==> src/rtl/pb_ctrl_pkg.sv <==
// Shared types and default timing constants for the push-button mode controller.
package pb_ctrl_pkg;

  typedef enum logic [1:0] {
    OFF     = 2'b00,
    STANDBY = 2'b01,
    RIDE    = 2'b10
  } mode_t;

  localparam logic [15:0] PB_DB_CYC_DEF   = 16'd50000;
  localparam logic [23:0] PB_LONG_CYC_DEF = 24'd5000000;

endpackage

==> src/rtl/pb_mode_ctrl_if.sv <==
// Push-button / mode signal bundle between the board-level logic and pb_mode_ctrl.
interface pb_mode_ctrl_if;
  import pb_ctrl_pkg::*;

  logic  PB;
  logic  fault;
  logic  short_pulse;
  logic  long_pulse;
  mode_t mode;
  logic  pwr_up;
  logic  en_steer;

  modport master (
    output PB, fault,
    input  short_pulse, long_pulse, mode, pwr_up, en_steer
  );

  modport slave (
    input  PB, fault,
    output short_pulse, long_pulse, mode, pwr_up, en_steer
  );

endinterface

==> src/rtl/pb_sync_db.sv <==
// 3-flop synchronizer for the raw active-low button followed by a stable-count debouncer.
module pb_sync_db
  import pb_ctrl_pkg::*;
#(
  parameter logic [15:0] DB_CYC = PB_DB_CYC_DEF
) (
  input  logic clk,
  input  logic rst_n,
  input  logic PB,
  output logic pb_db
);

  localparam int unsigned CW = $clog2(int'(DB_CYC));
  localparam logic [CW-1:0] CNT_LAST = CW'(DB_CYC - 16'd1);

  logic [2:0]    sync_q;
  logic [CW-1:0] cnt_db;
  logic          synced;

  assign synced = sync_q[2];

  always_ff @(posedge clk or negedge rst_n) begin
    if (!rst_n) sync_q <= '1;
    else        sync_q <= {sync_q[1:0], PB};
  end

  always_ff @(posedge clk or negedge rst_n) begin
    if (!rst_n) begin
      pb_db  <= 1'b1;
      cnt_db <= '0;
    end else if (synced == pb_db) begin
      cnt_db <= '0;
    end else if (cnt_db == CNT_LAST) begin
      pb_db  <= synced;
      cnt_db <= '0;
    end else begin
      cnt_db <= cnt_db + 1'b1;
    end
  end

endmodule

==> src/rtl/pb_mode_ctrl.sv <==
// Push-button mode controller: short/long press classification driving OFF/STANDBY/RIDE.
// Long-press detection is built only when PB_LONG_PRESS_EN is defined.
module pb_mode_ctrl
  import pb_ctrl_pkg::*;
#(
  parameter logic [15:0] DB_CYC   = PB_DB_CYC_DEF,
  parameter logic [23:0] LONG_CYC = PB_LONG_CYC_DEF
) (
  input logic           clk,
  input logic           rst_n,
  pb_mode_ctrl_if.slave bus
);

  if (DB_CYC < 16'd2 || LONG_CYC < 24'd2) begin : g_bad_cfg
    $error("pb_mode_ctrl: DB_CYC and LONG_CYC must both be at least 2");
  end

  localparam int unsigned ST_LIM = int'(DB_CYC) + 4;
  localparam int unsigned SW = $clog2(ST_LIM + 1);
  localparam logic [SW-1:0] ST_LAST = SW'(ST_LIM);

  logic          pb_db, pb_db_q, pb_fall, pb_rise;
  logic          armed, primed, short_ok, long_hit;
  logic          short_q, long_q, pwr_up_q, en_steer_q;
  logic [SW-1:0] st_cnt;
  mode_t         mode_q, mode_nxt;

  pb_sync_db #(.DB_CYC(DB_CYC)) u_sync_db (
    .clk   (clk),
    .rst_n (rst_n),
    .PB    (bus.PB),
    .pb_db (pb_db)
  );

  assign pb_fall = pb_db_q & ~pb_db;
  assign pb_rise = ~pb_db_q & pb_db;
  assign primed  = (st_cnt == ST_LAST);

  // A fall that arrives before the sync chain and debouncer have settled after
  // reset belongs to a press already in progress, so it is never armed.
  always_ff @(posedge clk or negedge rst_n) begin
    if (!rst_n) begin
      pb_db_q <= 1'b1;
      st_cnt  <= '0;
      armed   <= 1'b0;
    end else begin
      pb_db_q <= pb_db;
      if (pb_db && !primed) st_cnt <= st_cnt + 1'b1;
      if (pb_fall)          armed <= primed & ~bus.fault;
      else if (bus.fault)   armed <= 1'b0;
    end
  end

`ifdef PB_LONG_PRESS_EN
  localparam int unsigned HW = $clog2(int'(LONG_CYC) + 1);
  localparam logic [HW-1:0] HOLD_MAX = HW'(LONG_CYC);
  localparam logic [HW-1:0] HOLD_PRE = HW'(LONG_CYC - 24'd1);

  logic [HW-1:0] hold;
  logic          long_step_q;

  always_ff @(posedge clk or negedge rst_n) begin
    if (!rst_n) begin
      hold        <= '0;
      long_step_q <= 1'b0;
    end else begin
      long_step_q <= ~pb_db && (hold == HOLD_PRE);
      if (pb_db)                 hold <= '0;
      else if (hold != HOLD_MAX) hold <= hold + 1'b1;
    end
  end

  assign short_ok = (hold != HOLD_MAX);
  assign long_hit = long_step_q;
`else
  assign short_ok = 1'b1;
  assign long_hit = 1'b0;
`endif

  always_ff @(posedge clk or negedge rst_n) begin
    if (!rst_n) begin
      short_q <= 1'b0;
      long_q  <= 1'b0;
    end else begin
      short_q <= pb_rise & armed & short_ok & ~bus.fault;
      long_q  <= long_hit & armed & ~bus.fault;
    end
  end

  always_comb begin
    mode_nxt = mode_q;
    if (bus.fault) begin
      mode_nxt = OFF;
    end else begin
      case (mode_q)
        OFF:     if (short_q) mode_nxt = STANDBY;
        STANDBY: if (short_q) mode_nxt = RIDE; else if (long_q) mode_nxt = OFF;
`ifdef PB_LONG_PRESS_EN
        RIDE:    if (short_q) mode_nxt = STANDBY; else if (long_q) mode_nxt = OFF;
`else
        RIDE:    if (short_q) mode_nxt = OFF;
`endif
        default: mode_nxt = OFF;
      endcase
    end
  end

  always_ff @(posedge clk or negedge rst_n) begin
    if (!rst_n) begin
      mode_q     <= OFF;
      pwr_up_q   <= 1'b0;
      en_steer_q <= 1'b0;
    end else begin
      mode_q     <= mode_nxt;
      pwr_up_q   <= (mode_nxt != OFF);
      en_steer_q <= (mode_nxt == RIDE);
    end
  end

  assign bus.short_pulse = short_q;
  assign bus.long_pulse  = long_q;
  assign bus.mode        = mode_q;
  assign bus.pwr_up      = pwr_up_q;
  assign bus.en_steer    = en_steer_q;

endmodule

==> src/flat_wrapper.sv <==
// flat-port wrapper written by rule: the top's interface ports become plain ports
module pb_mode_ctrl_flat import pb_ctrl_pkg::*;
#(
  parameter logic [15:0] DB_CYC   = PB_DB_CYC_DEF,
  parameter logic [23:0] LONG_CYC = PB_LONG_CYC_DEF
)
  (clk, rst_n, bus_PB, bus_fault, bus_short_pulse, bus_long_pulse, bus_mode, bus_pwr_up, bus_en_steer);
  pb_mode_ctrl_if bus_i ();
  input logic clk;
  input logic rst_n;
  input wire logic [$bits(bus_i.PB)-1:0] bus_PB;
  input wire logic [$bits(bus_i.fault)-1:0] bus_fault;
  output wire logic [$bits(bus_i.short_pulse)-1:0] bus_short_pulse;
  output wire logic [$bits(bus_i.long_pulse)-1:0] bus_long_pulse;
  output wire logic [$bits(bus_i.mode)-1:0] bus_mode;
  output wire logic [$bits(bus_i.pwr_up)-1:0] bus_pwr_up;
  output wire logic [$bits(bus_i.en_steer)-1:0] bus_en_steer;
  assign bus_i.PB = bus_PB;
  assign bus_i.fault = bus_fault;
  assign bus_short_pulse = bus_i.short_pulse;
  assign bus_long_pulse = bus_i.long_pulse;
  assign bus_mode = bus_i.mode;
  assign bus_pwr_up = bus_i.pwr_up;
  assign bus_en_steer = bus_i.en_steer;
  pb_mode_ctrl #(.DB_CYC(DB_CYC), .LONG_CYC(LONG_CYC)) u_core (.clk(clk), .rst_n(rst_n), .bus(bus_i));
endmodule
==> config.mk <==
export PLATFORM = sky130hd
export DESIGN_NAME = pb_mode_ctrl_flat
export DESIGN_NICKNAME = d
export VERILOG_FILES = /design/src/rtl/pb_ctrl_pkg.sv /design/src/rtl/pb_mode_ctrl_if.sv /design/src/rtl/pb_sync_db.sv /design/src/rtl/pb_mode_ctrl.sv /design/src/flat_wrapper.sv
export SDC_FILE = /design/constraint.sdc
export NUM_CORES = 1
export LEC_CHECK = 0
export ABC_AREA = 0
export BUFFER_PORTS_ARGS = -buffer_cell sky130_fd_sc_hd__buf_2
export CORE_ASPECT_RATIO = 0.8
export CORE_MARGIN = 3
export CORE_UTILIZATION = 62
export CTS_BUF_LIST = sky130_fd_sc_hd__clkbuf_4 sky130_fd_sc_hd__clkbuf_8
export CTS_CLUSTER_SIZE = 30
export DETAILED_ROUTE_END_ITERATION = 8
export GPL_ROUTABILITY_DRIVEN = 0
export PLACE_DENSITY_LB_ADDON = 0.1
export SLEW_MARGIN = 20
export SYNTH_ARGS = -nofsm -noshare
export SYNTH_HDL_FRONTEND = slang
export SYNTH_SLANG_ARGS = --single-unit
==> constraint.sdc <==
create_clock -name clk -period 2.5 [get_ports clk]
set_input_delay 0.5 -clock clk [delete_from_list [all_inputs] [get_ports clk]]
set_output_delay 0.5 -clock clk [all_outputs]
set_load 0.1 [all_outputs]
==> flow_summary_export.csv <==
group,metric,value,unit
worst_setup_path,setup.worst_path.end_class,"flip-flop",
worst_setup_path,critPathKind,"reg -> reg",
die,row_count,17,
worst_setup_path,startpoint,"u_core.st_cnt[10]",
sta,rsz0062_at_grt,"false",
cts,htreeDepth,2,
drt,vias,1340,
global_route,grt_usage,21.3,%
yosys,synth_area,1970,µm²
cells_and_area,fin_cells,225,
yosys,yosys_register_bits,43,
cells_and_area,nFillCells,220,
worst_setup_path,path_buf_inv,0,
sta,fin_crit_sh,81.7,%
yosys,synth.distinct_cells,35,
yosys,synth_top_area_share,48.2,%
worst_setup_path,cp_slowest_stage_delay,0.58,ns
worst_setup_path,worstReg2RegStart,"u_core.st_cnt[10]",
die,dieArea,3900,µm²
cts,cts_resized,0,
worst_setup_path,crit_family,"simple AND/OR/NAND/NOR gates",
sta,slew_violations,0,
cts,cts_setup_buffers,0,
power,powerDensity,598,nW/µm²
die,core,2890,µm²
global_route,grt_antenna_before_repair,0,
placement,dpl.hpwl,2.51,mm
worst_setup_path,required,2.67,ns
worst_setup_path,startpoint_type,"flip-flop",
sta,fin_tns_setup,0,ns
global_route,grt_max_degree,44,
cts,cts-root-buf,"clkbuf_8",
worst_setup_path,crit_cells,4,
die,fp.dieH,56.4,µm
placement,dp_cells,217,
worst_setup_path,rr_endpoint,"u_core.st_cnt[1]",
power,total_power,1.29,mW
die,start_util,68.2,%
worst_setup_path,reg2regPathDepth,4,
flow_run,drv_cap,0,
cts,cts_tree,"built",
power,power_leakage,1.01,nW
drt,wirelength,3.64,mm
global_route,grt_pass1_wl,6.51,mm
cts,cts_sinks,43,
drt,post_drt_wl_per_cell,16.2,µm
cts,cts_buffer_depth,2,
cells_and_area,drive_gt1_share,12.8,%
cts,cts_inserted_buffers,5,
sta,setup_viol,0,
yosys,synth_flop_cell,"dfrtp_1",
yosys,async_reset_ff_share,100,%
worst_setup_path,crit_path_top_delay_cell,"or4b_1",
worst_setup_path,path_max_fanout,8,
power,vdd_drop_max,0.486,mV
cells_and_area,area_growth,9.26,%
global_route,grt_pass1_vias,1326,
sta,finalWorstSetupSlack,0.457,ns
cells_and_area,final_nets,193,
status,outcome,"finished, final reports clean",
yosys,avgSynthCellArea,11.2,µm²
die,io_pins,10,
placement,pre_cts_slack,0.459,ns
cts,clkTransAtPathRegs,0.08,ns
yosys,yosys_warnings,0,
placement,port_buffers,8,
cells_and_area,num_antenna_cells,0,
global_route,grt.overflow.total,0,
worst_hold_path,hp-class,"in -> reg",
drt,firstDrtPassIters,4,
yosys,yosys.area.top_type,"dfrtp_1",
yosys,syn-instance-count,176,
drt,drt_iter0_drc,186,
worst_setup_path,rrSetupSlack,0.46,ns
drt,viasPerCell,5.96,
sta,worst_pin_slew,0.914,ns
sta,final_hold_viol_count,0,
sta,max_freq,489,MHz
yosys,synth_enable_flop_cells,0,
cts,insertion_delay,0.29,ns
die,die_w,69.1,µm
drt,ant_nets,0,
worst_setup_path,endpoint,"u_core.st_cnt[1]",
sta,period_needed,2.04,ns
worst_setup_path,crit_chain,"or4b_1, nor4_4, nand2b_1, mux2_1",
sta,fin_skew,0.00392,ns
cts,postCtsHoldBufs,0,
drt,drc_errors,0,
yosys,syn-num-nets,183,
yosys,synth_area_leaders,"dfrtp_1 (48%), xor2_1 (7.1%), dfstp_2 (6.7%), xnor2_1 (6.2%), nand4_1 (4.8%)",
sta,slew_headroom,39.1,%
worst_setup_path,cp.arrival,2.22,ns
yosys,yosysSeqAreaShare,54.9,%
==> worst reg2reg max path, stage by stage, from the launching register on <==
cell and delay, ns:
dfrtp_1 0.40, or4b_1 0.58, nor4_4 0.42, nand2b_1 0.21, mux2_1 0.32
==> how the worst min path moves through the flow <==
| stage | startpoint | endpoint | slack, ns | cells after the start |
|---|---|---|---|---|
| after floorplan | rst_n | u_core.armed | 0.20 | 0 |
| after global placement | u_core.u_sync_db.sync_q[1] | u_core.u_sync_db.sync_q[2] | 0.35 | 0 |
| after detailed placement | u_core.u_sync_db.sync_q[1] | u_core.u_sync_db.sync_q[2] | 0.35 | 0 |
| after CTS | bus_PB | u_core.u_sync_db.sync_q[0] | 0.29 | 1 |
| after global routing | bus_PB | u_core.u_sync_db.sync_q[0] | 0.28 | 1 |
| final | bus_PB | u_core.u_sync_db.sync_q[0] | 0.30 | 1 |
==> registers in the layout (all words and copies together) (netlist names) <==
register / flops
u_core.u_sync_db.sync_q: 3
u_core.pb_db_q: 1
u_core.u_sync_db.cnt_db: 16
u_core.bus.mode: 2
u_core.bus.short_pulse: 1
u_core.bus.en_steer: 1
u_core.u_sync_db.pb_db: 1
u_core.st_cnt: 16
u_core.armed: 1
u_core.bus.pwr_up: 1
==> layer usage <==
layer,vias to the layer above,global-route usage [%],share of wire [%]
li1,636,-,-
met1,655,29.8,48
met2,45,31.4,45
met3,4,6.08,5.7
met4,0,8.08,1.0
met5,-,0,0
==> cell families (layout without fill, tap and decap cells) <==
group / Yosys count / after routing / share of synthesized area [%]
fa+ha+maj: 3 / 3 / 1.90
simple gates: 84 / 84 / 25.3
buf+inv: 8 / 19 / 1.71
mux: 3 / 3 / 1.65
flops: 43 / 43 / 54.9
compound gates: 4 / 4 / 1.01
other cells: 1 / 1 / 0.190
xor+xnor: 30 / 30 / 13.3
==> synth_stat cells, drive strengths merged (2+ instances only) <==
cell type  instances
nor4               4
nand4             15
inv                3
a21oi              3
nand2             10
nor2              20
ha                 3
and4               4
nor4bb             3
mux2               2
dfrtp             38
clkbuf             4
and3               7
nand3b             3
dfstp              5
xor2              16
nand3              7
xnor2             14
==> stage by stage <==
stage               hold slack, ns  area (µm²)  utilization (%)
global route                 0.282        2150             74.5
detailed placement           0.349        2040             70.4
CTS                          0.292        2150             74.5
floorplan                    0.204        1970                -
global placement             0.349        2040             70.4
finish                       0.302        2150             74.5
==> report_power, final <==
group / total (mW) / leakage (nW) / switching, mW / internal [mW]
Clock: 0.547 / 0.0612 / 0.224 / 0.323
Combinational: 0.0330 / 0.371 / 0.0272 / 0.00579
Sequential: 0.708 / 0.581 / 0.00502 / 0.703
==> cell usage in the layout, fill, tap and decap left out, drive strengths merged, types with 2 or more instances in the layout <==
| master | synthesis | final |
|---|---|---|
| nand3b | 3 | 3 |
| dfrtp | 38 | 38 |
| buf | 1 | 8 |
| nor4bb | 3 | 3 |
| nand4 | 15 | 15 |
| nand2 | 10 | 10 |
| a21oi | 3 | 3 |
| xnor2 | 14 | 14 |
| ha | 3 | 3 |
| xor2 | 16 | 16 |
| nand3 | 7 | 7 |
| clkbuf | 4 | 6 |
| inv | 3 | 3 |
| nor4 | 4 | 4 |
| mux2 | 2 | 2 |
| and4 | 4 | 4 |
| nor2 | 20 | 20 |
| dfstp | 5 | 5 |
| and3 | 7 | 7 |
==> area by class of cell <==
cell class,instances,area [µm²],share of cell area [%]
multi-input combinational,125,856,39.7
inverter,3,11.3,0.523
clock inverter,2,35.0,1.63
tap,38,47.5,2.21
timing repair buffer,8,40.0,1.86
sequential,43,1080,50.2
clock buffer,6,82.6,3.83
(Power assumes the default switching activity.)
